==> config.mk <==
export PLATFORM = sky130hd
export DESIGN_NAME = mem_request_arbiter
export DESIGN_NICKNAME = d
export VERILOG_FILES = /design/src/rtl/mem_sys_pkg.sv /design/src/rtl/mem_req_rotate.sv /design/src/rtl/mem_request_arbiter.sv
export SDC_FILE = /design/constraint.sdc
export NUM_CORES = 1
export LEC_CHECK = 0
export CAP_MARGIN = 10
export CORE_AREA = 4 4 134 136
export DETAILED_ROUTE_END_ITERATION = 8
export DIE_AREA = 0 0 138 140
export PLACE_DENSITY = 0.86
export SLEW_MARGIN = 30
export SYNTH_ARGS = -nofsm -noshare
export SYNTH_HDL_FRONTEND = slang
export SYNTH_SLANG_ARGS = --single-unit
==> constraint.sdc <==
create_clock -name main_clk -period 4.4 [get_ports main_clk]
set_input_delay 0.88 -clock main_clk [delete_from_list [all_inputs] [get_ports main_clk]]
set_output_delay 0.88 -clock main_clk [all_outputs]
set_load 0.005 [all_outputs]
==> src/rtl/mem_sys_pkg.sv <==
// Shared types and helpers for the cached DRAM memory system request front-end.
package mem_sys_pkg;

  localparam int WORD_W      = 16;
  localparam int DEF_PHASE_W = 2;

  typedef logic [WORD_W-1:0]      word_t;
  typedef logic [DEF_PHASE_W-1:0] phase_t;

  // Attributes carried unchanged from the granted producer into the issue register.
  typedef struct packed {
    logic [2:0] len;
    logic       is_byte;
    logic       is_write;
  } req_attr_t;

  // Index width that never collapses to zero, so single-entry arrays still get a 1-bit select.
  function automatic int clog2_min1(input int value);
    return (value <= 1) ? 1 : $clog2(value);
  endfunction

  // The move code meaning "leave the words where they are" is always the largest word index.
  function automatic int move_none(input int words);
    return words - 1;
  endfunction

endpackage

==> src/rtl/mem_req_rotate.sv <==
// Combinational word shifter: moves words down by (move+1) positions, zero-filling the top,
// or passes them through untouched when the move code is the "no shift" value.
module mem_req_rotate
  import mem_sys_pkg::*;
#(
  parameter  int WORDS  = 4,
  localparam int MOVE_W = clog2_min1(WORDS)
) (
  input  word_t [WORDS-1:0] in_words,
  input  logic  [MOVE_W-1:0] move,
  output word_t [WORDS-1:0] out_words
);

  int src_idx;

  // Pick each output word from in_words[i+move+1], or zero when that runs off the top.
  always_comb begin
    out_words = '0;
    src_idx   = 0;
    if (int'(move) >= move_none(WORDS)) begin
      out_words = in_words;
    end else begin
      for (int i = 0; i < WORDS; i++) begin
        src_idx = i + int'(move) + 1;
        if (src_idx < WORDS) begin
          out_words[MOVE_W'(i)] = in_words[MOVE_W'(src_idx)];
        end
      end
    end
  end

endmodule

==> src/rtl/mem_request_arbiter.sv <==
// Multi-channel request front-end: per-channel phase handshakes, round-robin grant,
// request normalisation and a single issue register that holds while the cache faults.
module mem_request_arbiter
  import mem_sys_pkg::*;
#(
  parameter  int CHANNELS   = 2,
  parameter  int ADDR_W     = 31,
  parameter  int WORDS      = 4,
  parameter  int LINE_BYTES = 16,
  parameter  int PHASE_W    = 2,
  localparam int CH_W       = clog2_min1(CHANNELS),
  localparam int MOVE_W     = clog2_min1(WORDS)
) (
  input  logic                                 main_clk,
  input  logic                                 main_rst_n,
  input  logic  [CHANNELS-1:0][PHASE_W-1:0]    req_phase,
  input  logic  [CHANNELS-1:0][ADDR_W-1:0]     req_address,
  input  word_t [CHANNELS-1:0][WORDS-1:0]      req_data,
  input  logic  [CHANNELS-1:0][MOVE_W-1:0]     req_move,
  input  logic  [CHANNELS-1:0]                 req_secondary,
  input  logic  [CHANNELS-1:0][2:0]            req_len,
  input  logic  [CHANNELS-1:0]                 req_byte,
  input  logic  [CHANNELS-1:0]                 req_write,
  input  logic                                 fault_stall,
  output logic  [CHANNELS-1:0][PHASE_W-1:0]    ack_phase1,
  output logic  [CHANNELS-1:0][PHASE_W-1:0]    done_phase2,
  output logic  [CHANNELS-1:0]                 done_moved,
  output logic                                 iss_valid,
  output logic  [CH_W-1:0]                     iss_channel,
  output logic  [ADDR_W-1:0]                   iss_address,
  output word_t [WORDS-1:0]                    iss_data,
  output logic  [2:0]                          iss_len,
  output logic                                 iss_byte,
  output logic                                 iss_write
);

  // Registered state
  logic [CHANNELS-1:0][PHASE_W-1:0] ack_phase1_q, ack_phase1_d;
  logic [CHANNELS-1:0][PHASE_W-1:0] done_phase2_q, done_phase2_d;
  logic [CHANNELS-1:0]              done_moved_q, done_moved_d;
  logic [CH_W-1:0]                  ptr_q, ptr_d;
  logic                             iss_valid_q, iss_valid_d;
  logic [CH_W-1:0]                  iss_channel_q, iss_channel_d;
  logic [ADDR_W-1:0]                iss_address_q, iss_address_d;
  word_t [WORDS-1:0]                iss_data_q, iss_data_d;
  req_attr_t                        iss_attr_q, iss_attr_d;

  // Grant and request-path signals
  logic [CHANNELS-1:0] pending;
  logic                grant_found;
  logic [CH_W-1:0]     grant_idx;
  int                  scan_idx;
  logic [ADDR_W-1:0]   sel_address;
  logic [ADDR_W-1:0]   bumped_address;
  logic [ADDR_W-1:0]   norm_address;
  word_t [WORDS-1:0]   sel_data;
  word_t [WORDS-1:0]   rot_data;
  logic [MOVE_W-1:0]   sel_move;
  logic                sel_secondary;
  req_attr_t           sel_attr;

  // A channel has work whenever its producer phase has run ahead of what we last accepted.
  always_comb begin
    pending = '0;
    for (int c = 0; c < CHANNELS; c++) begin
      pending[CH_W'(c)] = (req_phase[CH_W'(c)] != ack_phase1_q[CH_W'(c)]);
    end
  end

  // Round-robin search: first pending channel starting at the pointer, wrapping around.
  always_comb begin
    grant_found = 1'b0;
    grant_idx   = '0;
    scan_idx    = 0;
    for (int k = 0; k < CHANNELS; k++) begin
      scan_idx = (int'(ptr_q) + k) % CHANNELS;
      if (!grant_found && pending[CH_W'(scan_idx)]) begin
        grant_found = 1'b1;
        grant_idx   = CH_W'(scan_idx);
      end
    end
  end

  // Steer the winning channel's request fields into the shared normalisation path.
  always_comb begin
    sel_address   = req_address[grant_idx];
    sel_data      = req_data[grant_idx];
    sel_move      = req_move[grant_idx];
    sel_secondary = req_secondary[grant_idx];
    sel_attr      = '{len: req_len[grant_idx], is_byte: req_byte[grant_idx], is_write: req_write[grant_idx]};
  end

  // Secondary-line requests point at the start of the following cache line, wrapping at the top.
  always_comb begin
    bumped_address = sel_address + ADDR_W'(LINE_BYTES);
    norm_address   = sel_address;
    if (sel_secondary) begin
      norm_address = bumped_address & ~ADDR_W'(LINE_BYTES - 1);
    end
  end

  mem_req_rotate #(
    .WORDS(WORDS)
  ) u_rotate (
    .in_words (sel_data),
    .move     (sel_move),
    .out_words(rot_data)
  );

  // Next state: a fault freezes everything; otherwise phases advance and the issue register
  // either takes the granted request or drops to idle with its fields left as they were.
  always_comb begin
    ack_phase1_d  = ack_phase1_q;
    done_phase2_d = done_phase2_q;
    done_moved_d  = '0;
    ptr_d         = ptr_q;
    iss_valid_d   = iss_valid_q;
    iss_channel_d = iss_channel_q;
    iss_address_d = iss_address_q;
    iss_data_d    = iss_data_q;
    iss_attr_d    = iss_attr_q;

    if (!fault_stall) begin
      for (int c = 0; c < CHANNELS; c++) begin
        done_moved_d[CH_W'(c)] = (done_phase2_q[CH_W'(c)] != ack_phase1_q[CH_W'(c)]);
      end
      done_phase2_d = ack_phase1_q;

      if (grant_found) begin
        ack_phase1_d[grant_idx] = ack_phase1_q[grant_idx] + PHASE_W'(1);
        iss_valid_d             = 1'b1;
        iss_channel_d           = grant_idx;
        iss_address_d           = norm_address;
        iss_data_d              = rot_data;
        iss_attr_d              = sel_attr;
        ptr_d                   = (int'(grant_idx) == CHANNELS - 1) ? '0 : grant_idx + CH_W'(1);
      end else begin
        iss_valid_d = 1'b0;
      end
    end
  end

  // State registers with asynchronous clear.
  always_ff @(posedge main_clk or negedge main_rst_n) begin
    if (!main_rst_n) begin
      ack_phase1_q  <= '0;
      done_phase2_q <= '0;
      done_moved_q  <= '0;
      ptr_q         <= '0;
      iss_valid_q   <= 1'b0;
      iss_channel_q <= '0;
      iss_address_q <= '0;
      iss_data_q    <= '0;
      iss_attr_q    <= '0;
    end else begin
      ack_phase1_q  <= ack_phase1_d;
      done_phase2_q <= done_phase2_d;
      done_moved_q  <= done_moved_d;
      ptr_q         <= ptr_d;
      iss_valid_q   <= iss_valid_d;
      iss_channel_q <= iss_channel_d;
      iss_address_q <= iss_address_d;
      iss_data_q    <= iss_data_d;
      iss_attr_q    <= iss_attr_d;
    end
  end

  assign ack_phase1  = ack_phase1_q;
  assign done_phase2 = done_phase2_q;
  assign done_moved  = done_moved_q;
  assign iss_valid   = iss_valid_q;
  assign iss_channel = iss_channel_q;
  assign iss_address = iss_address_q;
  assign iss_data    = iss_data_q;
  assign iss_len     = iss_attr_q.len;
  assign iss_byte    = iss_attr_q.is_byte;
  assign iss_write   = iss_attr_q.is_write;

endmodule

# --- Word-level counts from Yosys, hierarchy flattened ---
# Cells that the tools add are included.
totals:
  reg_bits: 112
  in_bits: 213
  output_inout_bits: 112
  elab_cells: 79
op_classes:
  n_addsub: 6
  order_cmp: 9
  eq_ne: 2
  n_mux: 41
  n_bitwise: 1
  reduce_logical: 4
op_table:
  columns: ["cell", "count"]
  rows:
  - ["64-bit two-way mux", 2]
  - ["16-bit two-way mux", 6]
  - ["31-bit two-way mux", 3]
  - ["16-bit binary-select mux with 2-bit select", 2]
  - ["32-bit two-way mux", 2]
  - ["32-bit by 2-bit adder with 32-bit output, second input constant", 1]
  - ["32-bit by 4-bit less-than comparator with 1-bit output, second input constant", 1]
  - ["31-bit by 5-bit adder with 31-bit output, second input constant", 1]
  - ["1-bit two-way mux", 17]
  - ["2-bit two-way mux", 5]
  - ["2-bit by 4-bit less-than comparator with 1-bit output, second input constant", 2]
  - ["1-bit by 3-bit less-than comparator with 1-bit output, second input constant", 2]
  - ["3-bit two-way mux", 2]
  - ["4-bit bitwise mux", 1]
  - ["2-bit != test", 2]
  - ["1-bit by 2-bit adder with 3-bit output, first input constant", 1]
  - ["3-bit less-than comparator, second input constant", 1]
  - ["1-bit adder, second input constant", 2]
  - ["2-bit by 1-bit adder with 2-bit output, second input constant", 1]
  - ["2-bit demux with 1-bit select", 1]
  - ["2-bit greater-or-equal comparator, second input constant", 1]
  - ["1-bit logical AND", 2]
  - ["1-bit by 2-bit less-than comparator with 1-bit output, second input constant", 1]
  - ["2-bit AND reduction", 1]
  - ["other kinds (3)", 3]

# --- Logic depth before layout (Yosys ltp) ---
logic_depth:
  ltp_word: 16
  ltp_mapped: 16
  depth_no_buf: 11

# --- Hierarchy ---
# Synthesis repeated with hierarchy kept, for this count alone.
hier_totals:
  hier_cells: 984
  hier_area_um2: 7744.9
modules_own_cells:
  columns: ["module", "n_inst", "cells_each", "area_per_inst_um2", "seq_area_each_um2"]
  rows:
  - ["mem_request_arbiter", 1, 824, 6322.3, 2802.7]
  - ["mem_req_rotate", 1, 160, 1422.6, 0.0]

# --- Least setup slack after synthesis ---
# No wires, ideal clock.
synth_path:
  path_type: "input -> register"
  start: "input port req_phase[0] (netlist name)"
  end: "register iss_data_q (netlist bit iss_data[10])"
  setup_time_ps: 77
  t_arrival_ps: 3300
  t_required_ps: 4323
  setup_slack_ps: 1023
  stages: 14
  n_path_buf: 4
  cell_sequence: "xor2_2 o21ai_4 buf_4 buf_2 buf_2 nand2_1 nand2_1 ha_1 inv_1 o2111a_1 a311oi_4 buf_2 o2111ai_1 a21oi_1"
synth_via:
  elab_chain_len: 15
  word_cells_on_any_way: 24
  classes_between: "add/sub: 1; order compare: 2; eq/ne: 1; mux: 17; reduce/logical: 3"
synth_rtl:
  columns: ["element", "line_no", "text"]
  rows:
  - ["from (decl)", "mem_request_arbiter.sv:16", "input logic [CHANNELS-1:0][PHASE_W-1:0] req_phase,"]
  - ["2-bit != test (*)", "mem_request_arbiter.sv:66", "pending[CH_W'(c)] = (req_phase[CH_W'(c)] != ack_phase1_q[CH_W'(c)]);"]
  - ["1-bit two-way mux (not written as such) (2 in series)", "mem_request_arbiter.sv:77", "if (!grant_found && pending[CH_W'(scan_idx)]) begin"]
  - ["1-bit two-way mux", "mem_request_arbiter.sv:77", null]
  - ["1-bit zero test", "mem_request_arbiter.sv:77", null]
  - ["1-bit logical AND", "mem_request_arbiter.sv:77", null]
  - ["1-bit two-way mux", "mem_request_arbiter.sv:77", null]
  - ["2-bit two-way mux (not written as such) (2 in series)", "mem_request_arbiter.sv:88", "sel_move = req_move[grant_idx];"]
  - ["1-bit by 2-bit adder with 3-bit output", "mem_req_rotate.sv:24", "src_idx = i + int'(move) + 1;"]
  - ["16-bit binary-select mux with 2-bit select", "mem_req_rotate.sv:26", "out_words[MOVE_W'(i)] = in_words[MOVE_W'(src_idx)];"]
  - ["16-bit two-way mux (not written as such) (2 in series)", "mem_req_rotate.sv:26", null]
  - ["16-bit two-way mux", "mem_req_rotate.sv:25", "if (src_idx < WORDS) begin"]
  - ["32-bit two-way mux", "mem_req_rotate.sv:20", "if (int'(move) >= move_none(WORDS)) begin"]
  - ["to (signal assigned)", "mem_request_arbiter.sv:163", "iss_data_q <= iss_data_d;"]
  - ["to (decl)", "mem_request_arbiter.sv:45", "word_t [WORDS-1:0] iss_data_q, iss_data_d;"]
# Mark *: on every way between the ends. The rest lies on a longest branch, timed or not. The select of a mux whose other input is x is not followed.
# A chain may end at the register's enable or synchronous reset.

# --- Worst setup path after layout ---
layout_path:
  start: "input port req_phase[1] (netlist name)"
  end: "register iss_address_q[30] (netlist: iss_address[30])"
layout_via:
  elab_chain_len: 11
  word_cells_on_any_way: 18
  classes_between: "add/sub: 1; eq/ne: 1; mux: 13; reduce/logical: 3"
layout_rtl:
  columns: ["element", "line_no", "text"]
  rows:
  - ["2-bit != test (*)", "mem_request_arbiter.sv:66", null]
  - ["1-bit two-way mux (not written as such) (2 in series)", "mem_request_arbiter.sv:77", null]
  - ["1-bit two-way mux", "mem_request_arbiter.sv:77", null]
  - ["1-bit zero test", "mem_request_arbiter.sv:77", null]
  - ["1-bit logical AND", "mem_request_arbiter.sv:77", null]
  - ["1-bit two-way mux", "mem_request_arbiter.sv:77", null]
  - ["31-bit two-way mux (not written as such) (2 in series)", "mem_request_arbiter.sv:86", "sel_address = req_address[grant_idx];"]
  - ["31-bit by 5-bit adder with 31-bit output", "mem_request_arbiter.sv:95", "bumped_address = sel_address + ADDR_W'(LINE_BYTES);"]
  - ["31-bit two-way mux", "mem_request_arbiter.sv:97", "if (sel_secondary) begin"]
  - ["to (signal assigned)", "mem_request_arbiter.sv:162", "iss_address_q <= iss_address_d;"]
  - ["to (decl)", "mem_request_arbiter.sv:44", "logic [ADDR_W-1:0] iss_address_q, iss_address_d;"]
# Marked as above.

==> results summary <==
The run finished with clean final reports. The share of post-route cells with drive strength above 1 is 0.0537. In this run the post-CTS setup repair buffer count came out at 0. The clock input transition at the sequential cells of the worst setup and hold paths came out at 0.08 ns. Of the available clock period, the critical path in the final layout requires 0.838. The hold violation count in the final report came out at 0.

The count of clock tree sinks is 112. The total power density per cell area is 631 nW/µm². The count of unresolved DRC violations after routing is 0. The share of total power dissipated in combinational logic is 0.621.

The worst setup path is of the input port to register kind. The number of different library cells used by synthesis comes to 52. The setup violation total in the final timing report is 0. STA classifies the critical path endpoint as a register. The area of the core is around 17000 µm². After synthesis, the mean cell area works out to 8.10 µm². The cell sitting at the root of the clock tree is a sky130_fd_sc_hd__clkbuf_16. The floorplan row count came out at 48. The cell area after synthesis came out at 7710 µm². The initial antenna violation count came out at 0. The static leakage power came out at between 4 and 5 nW. The share of the synthesized area in the top cell type came out at 0.364. The number of levels in the clock H-tree came out at 3. The via count of the first global-routing pass came out at approximately 8200. TritonCTS built the clock tree. The later pin in the worst-skew pair is clocked with a latency of 0.36 ns. The HPWL after detailed placement is 21.1 mm.

The hold buffer count at CTS came out at 0. The time the final worst path needs with I/O delays and setup came out at 3.69 ns. The path class of the tightest hold or removal check is register to register. The number of antenna diodes in the final layout is 0. The count of max-cap constraint violations is 0. The floorplan step set the die width to 138 µm. The wire length per cell is 19.3 µm. At the end of routability-driven placement, the weighted congestion stood at 0.982. The sequential cell area fraction in the yosys report is 0.364. The sequential cell fraction of total power is 0.256.

The first detailed-routing pass ran for 5 iterations. The clock power share is 0.123. The detail-routed via count per cell came out at between 5 and 6.

The post-cts gate resize count came out at 0. The fraction of synthesis flops using an asynchronous set or reset pin came out at 1.00. Ranked by total cell area, the synthesized netlist is headed by sky130_fd_sc_hd__dfrtp_1 (36%), sky130_fd_sc_hd__nand2_1 (11%), sky130_fd_sc_hd__mux2i_1 (10%). The starting density of the core came out at 0.455. The highest attainable clock frequency came out at about 0.27 GHz. When the netlist entered floorplanning its net count stood at about 1200. The total wire length after detailed routing is about 28 mm. The count of pins on the block boundary came out at between 300 and 400. After synthesis the netlist holds a flip-flop and latch count of 112.

The buffer levels on the longest clock path is 2. The worst path required time came out at 4.61 ns. The first global-routing pass estimated 43.8 mm of wire. The TritonCTS buffer count came out at 9. The first-iteration detailed-routing DRC count came out at 599. The setup TNS came out at 0 ns.

The cell-internal power is 4.05 mW. The total of buffers placed on input and output ports is ~320. The height of the die is about 140 µm.

The largest fanout of any net on the critical path came out at 23. The data arrival time of the critical path came out at between 3 and 4 ns. The count of pins over their slew limit came out at 0. The largest vdd supply drop came out at 0.534 mV. The transition time at the pin with the least slew margin came out at 0.877 ns. The total routing resource utilization after global routing is 0.279. The share of total power consumed by net switching is 0.433. The overall die area is 19300 µm². The residual antenna-violating net count after detailed routing came out at 0. The number of warnings reported in the yosys synthesis log is 0. The total vias in the final route came out at ~8400.

The area growth from synthesis to layout is 46.8%. The gate count after technology mapping is 951. The most used flip-flop cell after synthesis is sky130_fd_sc_hd__dfrtp_1. The remaining global-route overflow is 0. STA classifies the critical path startpoint as an input port. Setup repair after global routing left no endpoint under its margin.

The power after layout is 7.14 mW. Across the routed clock network, the largest skew measured is between 0.01 and 0.015 ns. The net count reported at finish is about 1400. In this run, synthesis inferred 0 flip-flops with an integrated enable.

The analysis attributes to net switching a power of 3.10 mW. The cell taking the most area after synthesis is sky130_fd_sc_hd__dfrtp_1. The maximum number of pins on one net before global-route repair came out at 92.

Measured against its own limit, the worst slew margin works out to 0.416.
-- power groups by stage --
stage	clock network, mW	registers [mW]	logic (mW)
3_5_place_dp	0	1.84	4.44
2_1_floorplan	0	1.83	2.51
4_1_cts	0.893	1.83	4.46
3_3_place_gp	0	1.83	4.37
5_1_grt	0.938	1.89	4.84
6_report	0.880	1.83	4.43
-- metal layers --
metal  vias to the layer above  GRT usage  share of wire
met5                         -          0              0
met4                         0      0.131          0.045
met3                        79     0.0714          0.091
met2                       453      0.477           0.49
met1                      3971      0.331           0.37
li1                       3906          -              -
-- cell usage in the layout (no fill, tap or decap), types with 3 or more instances in the layout --
| cell type | n |
|---|---|
| sky130_fd_sc_hd__a2111o_1 | 4 |
| sky130_fd_sc_hd__a2111oi_2 | 3 |
| sky130_fd_sc_hd__a211oi_1 | 4 |
| sky130_fd_sc_hd__a21oi_1 | 43 |
| sky130_fd_sc_hd__a221o_1 | 5 |
| sky130_fd_sc_hd__a311oi_1 | 3 |
| sky130_fd_sc_hd__a31oi_1 | 29 |
| sky130_fd_sc_hd__and3_1 | 10 |
| sky130_fd_sc_hd__buf_4 | 19 |
| sky130_fd_sc_hd__clkbuf_16 | 9 |
| sky130_fd_sc_hd__clkdlybuf4s50_1 | 318 |
| sky130_fd_sc_hd__dfrtp_1 | 112 |
| sky130_fd_sc_hd__inv_1 | 15 |
| sky130_fd_sc_hd__mux2_2 | 7 |
| sky130_fd_sc_hd__mux2i_1 | 78 |
| sky130_fd_sc_hd__mux2i_2 | 4 |
| sky130_fd_sc_hd__nand2_1 | 218 |
| sky130_fd_sc_hd__nand2b_1 | 3 |
| sky130_fd_sc_hd__nand3_1 | 18 |
| sky130_fd_sc_hd__nand4_1 | 16 |
| sky130_fd_sc_hd__nand4b_1 | 12 |
| sky130_fd_sc_hd__nor2_1 | 67 |
| sky130_fd_sc_hd__nor2b_1 | 4 |
| sky130_fd_sc_hd__nor3_1 | 45 |
| sky130_fd_sc_hd__nor3b_1 | 12 |
| sky130_fd_sc_hd__o2111ai_1 | 12 |
| sky130_fd_sc_hd__o211ai_1 | 13 |
| sky130_fd_sc_hd__o21ai_0 | 56 |
| sky130_fd_sc_hd__o21ai_1 | 19 |
| sky130_fd_sc_hd__o31ai_1 | 5 |
| sky130_fd_sc_hd__xnor2_1 | 13 |
| sky130_fd_sc_hd__xor2_1 | 16 |
-- critical path, cell delays in order --
cell and delay (ns):
sky130_fd_sc_hd__clkdlybuf4s50_1 0.49, sky130_fd_sc_hd__xnor2_2 0.24, sky130_fd_sc_hd__a21oi_4 0.19, sky130_fd_sc_hd__buf_4 0.33
sky130_fd_sc_hd__nand2_1 0.10, sky130_fd_sc_hd__nand2_1 0.10, sky130_fd_sc_hd__ha_1 0.28, sky130_fd_sc_hd__nand4_1 0.16
sky130_fd_sc_hd__nor3_1 0.22, sky130_fd_sc_hd__mux2i_2 0.25, sky130_fd_sc_hd__a2111oi_2 0.35, sky130_fd_sc_hd__xor2_1 0.21
sky130_fd_sc_hd__o21ai_1 0.07
-- cells in the mapped netlist, types with 15 or more instances --
cell type and instances:
sky130_fd_sc_hd__nand2_1 218, sky130_fd_sc_hd__dfrtp_1 112, sky130_fd_sc_hd__mux2i_1 78, sky130_fd_sc_hd__nor2_1 67, sky130_fd_sc_hd__o21ai_0 56, sky130_fd_sc_hd__a21oi_1 45, sky130_fd_sc_hd__nor3_1 45, sky130_fd_sc_hd__clkbuf_1 44
sky130_fd_sc_hd__a31oi_1 29, sky130_fd_sc_hd__buf_2 19, sky130_fd_sc_hd__o21ai_1 19, sky130_fd_sc_hd__nand3_1 18, sky130_fd_sc_hd__nand4_1 16, sky130_fd_sc_hd__xor2_1 16, sky130_fd_sc_hd__inv_1 15
-- area by class of cell --
class | count | area [µm²]
timing repair buffer | 340 | 3360
inverter | 15 | 56.3
multi-input combinational | 746 | 4510
clock buffer | 9 | 225
tap | 225 | 282
fill | 1381 | 5620
clock inverter | 7 | 83.8
sequential | 112 | 2800
-- path summary, 6_finish.rpt --
kind,slack [ns],depth (start not counted),to,from
max,0.71,13,iss_address[30],req_phase[1]
min,0.48,2,iss_data[12],iss_data[12]
max reg2reg,1.20,11,iss_address[30],ack_phase1[0]
min reg2reg,0.48,2,iss_data[12],iss_data[12]
max in group asynchronous,2.95,2,iss_data[55],main_rst_n
min in group asynchronous,0.50,1,iss_data[7],main_rst_n
-- through the flow --
step	hold WS [ns]	util	cell area, µm²	std cells	setup WS [ns]
CTS	0.489	0.668	11300	1454	0.778
global placement	0.460	0.650	11000	1438	0.457
finish	0.484	0.668	11300	1454	0.713
detailed placement	0.469	0.650	11000	1438	0.422
floorplan	0.473	-	7710	951	1.02
global route	0.511	0.668	11300	1454	0.556
-- state kept, by name (all words and copies together), names as in the netlist, 3 cells and up --
signal	count
done_phase2	4
ack_phase1	4
iss_data	64
iss_address	31
iss_len	3
-- kinds of logic (layout without fill, tap and decap cells) --
| kind of cell | count (synthesis) | in the layout | share of synthesized area |
|---|---|---|---|
| AND/OR/NAND/NOR | 411 | 411 | 0.239 |
| AO/OA/AOI/OAI | 209 | 209 | 0.175 |
| flip-flops | 112 | 112 | 0.364 |
| buffers and inverters | 93 | 371 | 0.0552 |
| multiplexers | 90 | 90 | 0.122 |
| XOR/XNOR | 33 | 33 | 0.0414 |
| adder cells (fa/ha/maj) | 2 | 2 | 0.00325 |
| other | 1 | 1 | 0.000487 |
No activity file was read; power rests on OpenSTA's default activity.
